--- src/rtl/vram_fill_engine.sv ---
// vram_fill_engine
// Rectangle fill initiator for the 960x540 2bpp VGA frame buffer word port.
// Writes one 32-bit word per clock over a latched, clamped rectangle in
// row-major order, optionally deferring the first write until a fresh
// vertical-blanking rising edge so the fill does not tear on screen.
module vram_fill_engine #(
    parameter int COLS = 60,
    parameter int ROWS = 540,
    parameter int XW   = 6,
    parameter int YW   = 10
) (
    input  logic          clk,
    input  logic          reset,
    input  logic          start,
    input  logic          abort,
    input  logic          vsync_en,
    input  logic [XW-1:0] x0,
    input  logic [XW-1:0] x1,
    input  logic [YW-1:0] y0,
    input  logic [YW-1:0] y1,
    input  logic [31:0]   fill_data,
    input  logic          vblank,
    output logic [XW-1:0] xaddr,
    output logic [YW-1:0] yaddr,
    output logic [31:0]   data,
    output logic          wen,
    output logic          busy,
    output logic          done
);

    localparam logic [XW-1:0] X_MAX = XW'(COLS - 1);
    localparam logic [YW-1:0] Y_MAX = YW'(ROWS - 1);

    typedef enum logic [1:0] {
        S_IDLE    = 2'd0,
        S_WAIT_VB = 2'd1,
        S_FILL    = 2'd2,
        S_DONE    = 2'd3
    } state_t;

    state_t state_reg, state_next;

    // Latched arguments and scan position
    logic [XW-1:0] x0_reg, x1_reg, x_reg;
    logic [YW-1:0] y1_reg, y_reg;
    logic [31:0]   fill_reg;

    // vblank synchroniser and edge detector
    logic vb_meta_reg, vb_sync_reg, vb_prev_reg;
    logic vb_rise;

    // Registered output images
    logic [XW-1:0] xaddr_reg, xaddr_next;
    logic [YW-1:0] yaddr_reg, yaddr_next;
    logic [31:0]   data_reg, data_next;
    logic          wen_reg, wen_next;
    logic          busy_reg, busy_next;
    logic          done_reg, done_next;

    logic [XW-1:0] x1_clamped;
    logic [YW-1:0] y1_clamped;
    logic          rect_empty;
    logic          start_accept;
    logic          last_word;

    assign x1_clamped   = (x1 > X_MAX) ? X_MAX : x1;
    assign y1_clamped   = (y1 > Y_MAX) ? Y_MAX : y1;
    assign rect_empty   = (x0 > x1_clamped) || (y0 > y1_clamped);
    assign start_accept = (state_reg == S_IDLE) && start && !abort;
    assign last_word    = (x_reg == x1_reg) && (y_reg == y1_reg);
    assign vb_rise      = vb_sync_reg & ~vb_prev_reg;

    // Bring vblank into the clk domain and keep one cycle of history for edge detection
    always_ff @(posedge clk or negedge reset) begin
        if (!reset) begin
            vb_meta_reg <= 1'b0;
            vb_sync_reg <= 1'b0;
            vb_prev_reg <= 1'b0;
        end else begin
            vb_meta_reg <= vblank;
            vb_sync_reg <= vb_meta_reg;
            vb_prev_reg <= vb_sync_reg;
        end
    end

    // State register
    always_ff @(posedge clk or negedge reset) begin
        if (!reset) begin
            state_reg <= S_IDLE;
        end else begin
            state_reg <= state_next;
        end
    end

    // Next-state logic; abort from any active state returns straight to IDLE
    always_comb begin
        state_next = state_reg;
        if (abort && (state_reg != S_IDLE)) begin
            state_next = S_IDLE;
        end else begin
            case (state_reg)
                S_IDLE: begin
                    if (start_accept) begin
                        if (rect_empty) begin
                            state_next = S_DONE;
                        end else if (vsync_en) begin
                            state_next = S_WAIT_VB;
                        end else begin
                            state_next = S_FILL;
                        end
                    end
                end
                S_WAIT_VB: begin
                    if (vb_rise) begin
                        state_next = S_FILL;
                    end
                end
                S_FILL: begin
                    if (last_word) begin
                        state_next = S_DONE;
                    end
                end
                S_DONE: begin
                    state_next = S_IDLE;
                end
                default: begin
                    state_next = S_IDLE;
                end
            endcase
        end
    end

    // Argument latch on accepted start, then row-major advance of the scan position while filling
    always_ff @(posedge clk or negedge reset) begin
        if (!reset) begin
            x0_reg   <= '0;
            x1_reg   <= '0;
            y1_reg   <= '0;
            x_reg    <= '0;
            y_reg    <= '0;
            fill_reg <= '0;
        end else if (start_accept) begin
            x0_reg   <= x0;
            x1_reg   <= x1_clamped;
            y1_reg   <= y1_clamped;
            x_reg    <= x0;
            y_reg    <= y0;
            fill_reg <= fill_data;
        end else if ((state_reg == S_FILL) && !abort && !last_word) begin
            if (x_reg == x1_reg) begin
                x_reg <= x0_reg;
                y_reg <= y_reg + YW'(1);
            end else begin
                x_reg <= x_reg + XW'(1);
            end
        end
    end

    // Output logic: present the current scan position one cycle later; hold address/data when idle
    always_comb begin
        wen_next   = (state_reg == S_FILL) && !abort;
        xaddr_next = wen_next ? x_reg    : xaddr_reg;
        yaddr_next = wen_next ? y_reg    : yaddr_reg;
        data_next  = wen_next ? fill_reg : data_reg;
        done_next  = (state_reg == S_DONE) && !abort;
        // busy covers waiting, filling and the final write cycle itself
        busy_next  = (state_next == S_WAIT_VB) || (state_next == S_FILL) || wen_next;
    end

    // Output registers
    always_ff @(posedge clk or negedge reset) begin
        if (!reset) begin
            xaddr_reg <= '0;
            yaddr_reg <= '0;
            data_reg  <= '0;
            wen_reg   <= 1'b0;
            busy_reg  <= 1'b0;
            done_reg  <= 1'b0;
        end else begin
            xaddr_reg <= xaddr_next;
            yaddr_reg <= yaddr_next;
            data_reg  <= data_next;
            wen_reg   <= wen_next;
            busy_reg  <= busy_next;
            done_reg  <= done_next;
        end
    end

    assign xaddr = xaddr_reg;
    assign yaddr = yaddr_reg;
    assign data  = data_reg;
    assign wen   = wen_reg;
    assign busy  = busy_reg;
    assign done  = done_reg;

endmodule

--- config.mk ---
export PLATFORM = sky130hd
export DESIGN_NAME = vram_fill_engine
export DESIGN_NICKNAME = d
export VERILOG_FILES = /design/src/rtl/vram_fill_engine.sv
export SDC_FILE = /design/constraint.sdc
export NUM_CORES = 1
export LEC_CHECK = 0
export ABC_CLOCK_PERIOD_IN_PS = 2560
export CORE_UTILIZATION = 51
export CTS_CLUSTER_SIZE = 28
export DETAILED_ROUTE_END_ITERATION = 6
export PLACE_DENSITY = 0.8
export SLEW_MARGIN = 20
export SYNTH_ARGS = -nofsm -noshare
export SYNTH_HDL_FRONTEND = slang
export SYNTH_SLANG_ARGS = --single-unit
--- constraint.sdc ---
create_clock -name clk -period 2.56 [get_ports clk]
set_input_delay 0.512 -clock clk [delete_from_list [all_inputs] [get_ports clk]]
set_output_delay 0.512 -clock clk [all_outputs]
set_load 0.01 [all_outputs]
==> impl_metrics.yaml, run 1 <==
outcome:
  status: "complete, no violations"
power_and_ir_drop:
  power_density_nw_per_um2: 1020
  p_leak_nw: 3.70
  irDropWorstVdd_v: 0.000503
route:
  drt_iter0_markers: 317
  via_per_inst: 5.46
  drt-pass1-iter-count: 5
  drc_errors: 0
  antenna_left: 0
  vias: 4596
  wl_per_cell_um: 16.4
  routed_wirelength_um: 13800
placed_design:
  hpwlAfterDp_um: 9430
  dp.cells: 805
  io_buffers: 120
  pre_cts_slack_ps: -620
  place_congestion: 0.869
  dpl-instance-area_sq_um: 7240
yosys:
  synthAdderAreaFrac_pct: 3.91
  synthTopCellsByArea: "dfrtp_1 55%, nand2_1 9.8%, mux2_2 9.0%, ha_1 3.9%, o21ai_0 2.1%"
  avgSynthCellArea_sq_um: 10.5
  yosysWarnings: 0
  synth.top_cells.by_count: "151 x nand2_1, 126 x dfrtp_1, 46 x mux2_2"
  synthXorXnorAreaFrac_pct: 3.34
  yosysTopAreaCell: "dfrtp_1"
  syn_inst: 548
  yosys.area.top_type_share_pct: 54.7
  synthArstFlopShare_pct: 100
  synth-edff-count: 0
  synth-simple-area-share_pct: 18.1
  ys_ff_latch: 126
  yosys.cell_count.top_type: "nand2_1"
  synth_top_family_by_area: "simple AND/OR/NAND/NOR gates"
  syn_nets: 636
  yosysSeqAreaShare_pct: 54.7
  syn-cell-area_sq_um: 5770
  ys.flop_type: "dfrtp_1"
  netlist-cell-type-count: 50
  muxShareOfSynthArea_pct: 10.0
  synth_compound_area_share_pct: 7.03
critical_path:
  startpoint_type: "input port"
  cpPeakStageDelay_ps: 410
  cp_common_cell: "buf_4"
  path_class: "input port to flop"
  timing.critical_path.arrival_ps: 2850
  path_max_fanout: 5
  critPathSlowestCell: "clkdlybuf4s50_1"
  cp.required_ps: 2890
  path_cells: "clkdlybuf4s50_1, inv_1, buf_4, nand2_1, ha_1, a211oi_1, nor2_1, o41ai_2, buf_4, a41oi_2, o211ai_1"
  cp-end-kind: "flop"
clock_network:
  cts-root-buf: "clkbuf_16"
  cts_sinks: 126
  cts_tree: "built"
  clkLatencyLatePin_ps: 410
  cts_made_buffers: 17
  clk_pin_slew_ps: 60
  postCtsHoldBufs: 0
  cts_max_level: 4
  clockBufferDepth: 2
die:
  coreArea_sq_um: 10900
  start_util_pct: 52.7
  chipWidth_um: 108
  io_pins: 121
  rows: 38
  dieArea_sq_um: 11700
  die_h_um: 108
timing:
  max_freq_mhz: 396
  report.final.slew_viol_count: 0
  worstMarginPinSlew_ps: 484
  finalCritPeriodShare_pct: 98.6
  tns_ps: 0
  setup_slack_ps: 34.8
  fin_crit_ps: 2530
  slew_headroom_pct: 67.7
  setup_viol: 0
  finalHoldViolCount: 0
  skew_ps: 11.7
grt:
  grt_max_degree: 53
  grt_first_pass_wirelength_um: 22100
  grt_overflow_total: 0
  grt_pass1_vias: 4659
  antenna_found_initial: 0
  grtUsageTotal_pct: 24.9
cells_and_area:
  fillers: 780
  utilization_pct: 72.9
  finalNonFillerCells: 841
  area_growth_pct: 38.3
  fin_area_sq_um: 7970
  finalNetCount: 776
  final_layout_size_suffix_gt1_share_pct: 18.0
  diodes: 0
run:
  maxCapViolations: 0
min_path:
  hold_path_class: "input port to async pin"
-- power by group --
| part | leakage [nW] | total, W | switching, W | internal [W] |
|---|---|---|---|---|
| Sequential | 1.54 | 0.00318 | 0.000489 | 0.00269 |
| Combinational | 1.86 | 0.00240 | 0.00104 | 0.00136 |
| Clock | 0.305 | 0.00253 | 0.000833 | 0.00170 |
-- area by class of cell --
class	instances	area, sq um	area share (%)
inverters	15	56.3	0.706
flip-flops and latches	126	3150	39.5
clock buffers	21	470	5.90
clock inverters	11	163	2.04
well taps	140	175	2.20
repair buffers	145	1440	18.1
multi-input cells	383	2510	31.5
-- metal layers --
layer  share of wire, %  global-route usage (%)
met4                1.9                    9.27
met2                 50                    41.3
met1                 42                    31.8
met3                6.1                    5.73
met5                  0                       0
-- stage by stage --
| step | hold slack (ps) | total power, W |
|---|---|---|
| after floorplan | 216 | 0.00435 |
| after global placement | 350 | 0.00543 |
| after detailed placement | 352 | 0.00556 |
| after CTS | 59.3 | 0.00816 |
| after global routing | 80.7 | 0.00857 |
| final | 51.7 | 0.00810 |
-- worst max-delay path: cells and delay by family --
kind,cells,cell delay (ps)
adder cells (fa/ha/maj),1,310
AO/OA/AOI/OAI,4,980
AND/OR/NAND/NOR,2,160
buffers and inverters,4,900
-- final timing paths --
kind                              start     endpoint  slack (ps)  depth (start not counted)
setup / recovery                  y1[9]         busy          30                         11
hold / removal                    reset    y1_reg[0]          50                          1
hold reg to reg             vb_sync_reg  vb_prev_reg         370                          0
max in group asynchronous         reset     y_reg[3]        1830                          2
setup reg to reg           state_reg[1]     y_reg[6]         430                          5
min in group clk            vb_sync_reg  vb_prev_reg         370                          0
-- layout by cell type, fill, tap and decap left out, drive strengths merged, types with 3 or more instances in the layout --
cell type / netlist / routed
bufinv: 0 / 4
a21o: 5 / 5
nand3b: 3 / 3
o21ai: 30 / 30
a21oi: 10 / 10
ha: 18 / 18
nand3: 12 / 12
clkbuf: 8 / 21
nor2b: 7 / 7
o221ai: 4 / 4
xnor2: 12 / 12
inv: 15 / 15
nor4: 4 / 4
dfrtp: 126 / 126
a31oi: 4 / 4
clkinvlp: 0 / 3
mux2: 46 / 46
dlygate4sd2: 0 / 3
buf: 16 / 26
nand4: 9 / 9
mux2i: 6 / 6
dlymetal6s2s: 0 / 4
nand2: 152 / 152
o211ai: 3 / 3
xor2: 10 / 10
nor2: 16 / 16
clkinv: 0 / 4
clkdlybuf4s50: 0 / 112
and4: 3 / 3
and3: 3 / 3
nor3: 7 / 7
-- what timing repair did --
| action | 4_1_cts | 5_1_grt |
|---|---|---|
| gates resized for setup | 7 | 11 |
| setup buffers | 4 | 0 |
| pin swaps | 6 | 3 |
| setup endpoints to repair | 2 | 1 |
-- logic make-up after synthesis --
family,count (synthesis)
simple gates,225
flops,126
compound gates,66
mux,52
buf+inv,39
xor+xnor,22
fa+ha+maj,18
No activity file was read; power rests on OpenSTA's default activity.
==> run 2, diff against run 1 <==
Settings changed: CORE_UTILIZATION 51 to 25, HOLD_SLACK_MARGIN set to 0.03, PLACE_DENSITY 0.8 to unset.
==> impl_metrics.yaml, run 2 (synthesis gave the netlist of run 1 again) <==
cells_and_area:
  area_growth_pct: 40.0
  finalNetCount: 774
  final_cell_mix: "151 x nand2_1, 126 x dfrtp_1, 117 x clkdlybuf4s50_1"
  finalNonFillerCells: 984
  fillers: 2237
  diodes: 0
  utilization_pct: 35.7
  final_common_cell: "nand2_1"
  final_layout_size_suffix_gt1_share_pct: 17.7
critical_path:
  path_class: "input port to flop"
  cp.required_ps: 2890
  startpoint_type: "input port"
  timing.critical_path.arrival_ps: 2780
  cp-end-kind: "flop"
  r2r-end: "x_reg[3]"
  r2r_setup_slack_ps: 500
  reg2reg_depth: 6
  path_max_fanout: 5
  r2r-start: "y_reg[6]"
route:
  drt-pass1-iter-count: 6
  routed_wirelength_um: 14200
  antenna_left: 0
  via_per_inst: 4.44
  drt_iter0_markers: 228
  vias: 4366
  wl_per_cell_um: 14.4
  drc_errors: 0
clock_network:
  cts-root-buf: "clkbuf_16"
  cts_tree: "built"
  clkLatencyLatePin_ps: 410
  clk_pin_slew_ps: 60
  cts_max_level: 4
  cts_made_buffers: 17
  post_cts_buffers: 0
  clockBufferDepth: 2
  cts_sinks: 126
  postCtsHoldBufs: 0
die:
  rows: 55
  coreArea_sq_um: 22600
  io_pins: 121
  dieArea_sq_um: 23700
  die_h_um: 154
  start_util_pct: 25.5
  chipWidth_um: 154
timing:
  report.final.slew_viol_count: 0
  tns_ps: 0
  worstMarginPinSlew_ps: 665
  slew_headroom_pct: 55.7
  max_freq_mhz: 408
  finalCritPeriodShare_pct: 95.7
  skew_ps: 8.95
  setup_viol: 0
  fin_crit_ps: 2450
  finalHoldViolCount: 0
grt:
  grt_overflow_total: 0
  grt_max_degree: 75
  grt_pass1_vias: 4345
  grtUsageTotal_pct: 12.7
  antenna_found_initial: 0
  grt_first_pass_wirelength_um: 23400
outcome:
  status: "complete, no violations"
run:
  maxCapViolations: 0
power_and_ir_drop:
  power_density_nw_per_um2: 976
  power.total_w: 0.00788
  p_leak_nw: 3.64
  irDropWorstVdd_v: 0.000334
placed_design:
  hpwlAfterDp_um: 10300
  io_buffers: 120
  dp.cells: 952
  place_congestion: 0.859
min_path:
  hold_path_class: "input port to async pin"
[run 2: cell type report]
class / instances / area, sq um / share of cell area (%)
timing repair buffer: 143 / 1430 / 17.7
sequential: 126 / 3150 / 39.1
clock buffer: 18 / 439 / 5.44
inverter: 15 / 56.3 / 0.697
tap: 285 / 357 / 4.42
clock inverter: 14 / 131 / 1.63
multi-input combinational: 383 / 2510 / 31.1
[run 2: timing repair]
action	4_1_cts	5_1_grt
setup endpoints to repair	1	3
hold endpoints to repair	0	0
pin swaps	0	3
gates resized for setup	2	10
[run 2: metrics by stage]
step / hold slack (ps) / instance area, sq um / worst slack, ps
after floorplan: 216 / 5770 / 229
after global placement: 333 / 7440 / -382
after detailed placement: 339 / 7440 / -470
after CTS: 118 / 8020 / 44.4
after global routing: 131 / 8070 / -19.3
final: 101 / 8070 / 111
[run 2: worst max-delay path by stage]
| stage | startpoint | cells past startpoint | slack [ps] | end |
|---|---|---|---|---|
| 4_1_cts | y1[6] | 12 | 40 | busy |
| 3_5_place_dp | y1[6] | 12 | -470 | busy |
| 3_3_place_gp | y1[6] | 11 | -380 | busy |
| 2_1_floorplan | y1[6] | 10 | 230 | busy |
| 5_1_grt | y1[5] | 12 | -20 | busy |
| 6_report | y1[5] | 12 | 110 | busy |
[run 2: worst max-delay path, cell delays in order]
cell and delay (ps):
clkdlybuf4s50_1 470, nor4_4 310, a21oi_4 120, nand2b_1 180, ha_1 180, a21o_1 180, nand3_1 80, a21oi_1 80
o41ai_2 200, buf_4 170, a41oi_2 130, o211ai_1 180
[run 2: report_power, final]
group          switching, W  internal (W)  total [W]
Combinational       0.00105       0.00136    0.00241
Sequential         0.000458       0.00268    0.00314
Clock              0.000952       0.00138    0.00233
Total               0.00246       0.00542    0.00788
[run 2: routing by layer]
| layer | track usage [%] | share of wire (%) | vias to the layer above |
|---|---|---|---|
| met4 | 5.00 | 1.9 | 0 |
| met2 | 19.0 | 44 | 121 |
| met5 | 0 | 0 | - |
| li1 | - | - | 2154 |
| met3 | 3.78 | 5.3 | 16 |
| met1 | 17.2 | 49 | 2075 |
==> run 3, diff against run 2 <==
Settings changed: CORE_UTILIZATION 25 to 40, PLACE_DENSITY set to 0.65, SLEW_MARGIN 20 to unset.
==> impl_metrics.yaml, run 3 (synthesis gave the netlist of run 1 again) <==
placed_design:
  hpwlAfterDp_um: 9490
  place_congestion: 0.835
  io_buffers: 120
  dpl-instance-area_sq_um: 7270
grt:
  grt_max_degree: 74
  grt_first_pass_wirelength_um: 22200
  grt_pass1_vias: 4544
  antenna_found_initial: 0
  grt_overflow_total: 0
  grtUsageTotal_pct: 19.6
power_and_ir_drop:
  swShare_pct: 29.8
  irDropWorstVdd_v: 0.000497
  combPwrFrac_pct: 30.3
  power_density_nw_per_um2: 976
  clkPwrFrac_pct: 28.4
  power.total_w: 0.00770
  switchingPower_w: 0.00230
  p_leak_nw: 3.66
  seqPwrFrac_pct: 41.3
  internal_power_w: 0.00540
critical_path:
  r2r_setup_slack_ps: 440
  cp-end-kind: "flop"
  critPathSlowestCell: "clkdlybuf4s50_1"
  path_cells: "clkdlybuf4s50_1, inv_1, buf_4, nand2_1, ha_1, a211oi_2, nor2_1, o41ai_2, buf_4, a41oi_1, o211ai_1"
  crit_buf_inv: 4
  cp.required_ps: 2890
  startpoint_type: "input port"
  cpPeakStageDelay_ps: 400
  cp_common_cell: "buf_4"
  crit_family: "compound AO/OA/AOI/OAI gates"
  timing.critical_path.arrival_ps: 2820
  path_max_fanout: 6
  path_class: "input port to flop"
clock_network:
  postCtsHoldBufs: 0
  cts_tree: "built"
  cts_made_buffers: 17
  clockBufferDepth: 2
  clkLatencyLatePin_ps: 420
  cts_sinks: 126
  clk_pin_slew_ps: 60
  cts-root-buf: "clkbuf_16"
  cts_max_level: 4
cells_and_area:
  final_common_cell: "nand2_1"
  final_layout_size_suffix_gt1_share_pct: 16.6
  final_cell_mix: "151 x nand2_1, 126 x dfrtp_1, 112 x clkdlybuf4s50_1"
  fin_area_sq_um: 7890
  utilization_pct: 56.4
  finalNetCount: 772
  area_growth_pct: 36.8
  diodes: 0
  fillers: 1217
die:
  io_pins: 121
  chipWidth_um: 122
  start_util_pct: 41.2
  coreArea_sq_um: 14000
  dieArea_sq_um: 14900
  die_h_um: 122
  rows: 43
route:
  routed_wirelength_um: 13500
  antenna_left: 0
  vias: 4431
  wl_per_cell_um: 15.4
  drt_iter0_markers: 310
  drt-pass1-iter-count: 6
  drc_errors: 0
  via_per_inst: 5.05
timing:
  skew_ps: 9.93
  report.final.slew_viol_count: 0
  worstMarginPinSlew_ps: 535
  setup_viol: 0
  fin_crit_ps: 2490
  slew_headroom_pct: 64.3
  finalCritPeriodShare_pct: 97.3
  max_freq_mhz: 402
  finalHoldViolCount: 0
run:
  maxCapViolations: 0
outcome:
  status: "complete, no violations"
min_path:
  hold_path_class: "input port to async pin"
[run 3: worst paths after layout]
check	startpoint	endpoint	cells after the start
hold / removal	reset	y1_reg[0]	1
setup / recovery	y1[9]	busy	11
min in group clk	vb_meta_reg	vb_sync_reg	0
hold reg to reg	vb_meta_reg	vb_sync_reg	0
max in group asynchronous	reset	data[18]	2
setup reg to reg	y_reg[6]	x_reg[3]	6
[run 3: final cells by class]
class	instances	area, sq um	share of cell area, %
inverter	15	56.3	0.714
clock inverter	7	62.6	0.793
timing repair buffer	141	1400	17.7
sequential	126	3150	40.0
tap	180	225	2.86
multi-input combinational	383	2520	31.9
clock buffer	25	475	6.03
[run 3: timing repair]
action	CTS	global route
pin swaps	0	5
gates cloned	0	0
buffers inserted	0	0
endpoints found under the setup margin	1	2
gates resized for setup	3	14
[run 3: per-stage QoR]
step | worst slack [ps] | std cells | TNS (ps) | hold slack [ps]
6_report | 70.3 | 877 | 0 | 78.4
4_1_cts | 35.5 | 877 | 0 | 85.4
2_1_floorplan | 229 | 548 | 0 | 216
3_5_place_dp | -579 | 845 | -1340 | 358
3_3_place_gp | -516 | 845 | -1270 | 343
5_1_grt | -25.9 | 877 | -25.9 | 110
[run 3: layer usage]
metal	vias up	global-route usage [%]	routed length, um
met1	2156	25.6	6110
met3	25	4.49	658
met4	0	8.69	279
li1	2138	-	-
met2	112	31.2	6420
met5	-	0	0
[run 3: power by group through the flow]
stage | clock [W] | combinational (W) | sequential (W)
global route | 0.00234 | 0.00259 | 0.00327
floorplan | 0 | 0.00111 | 0.00323
detailed placement | 0 | 0.00234 | 0.00321
finish | 0.00219 | 0.00233 | 0.00318
global placement | 0 | 0.00229 | 0.00316
CTS | 0.00226 | 0.00236 | 0.00318
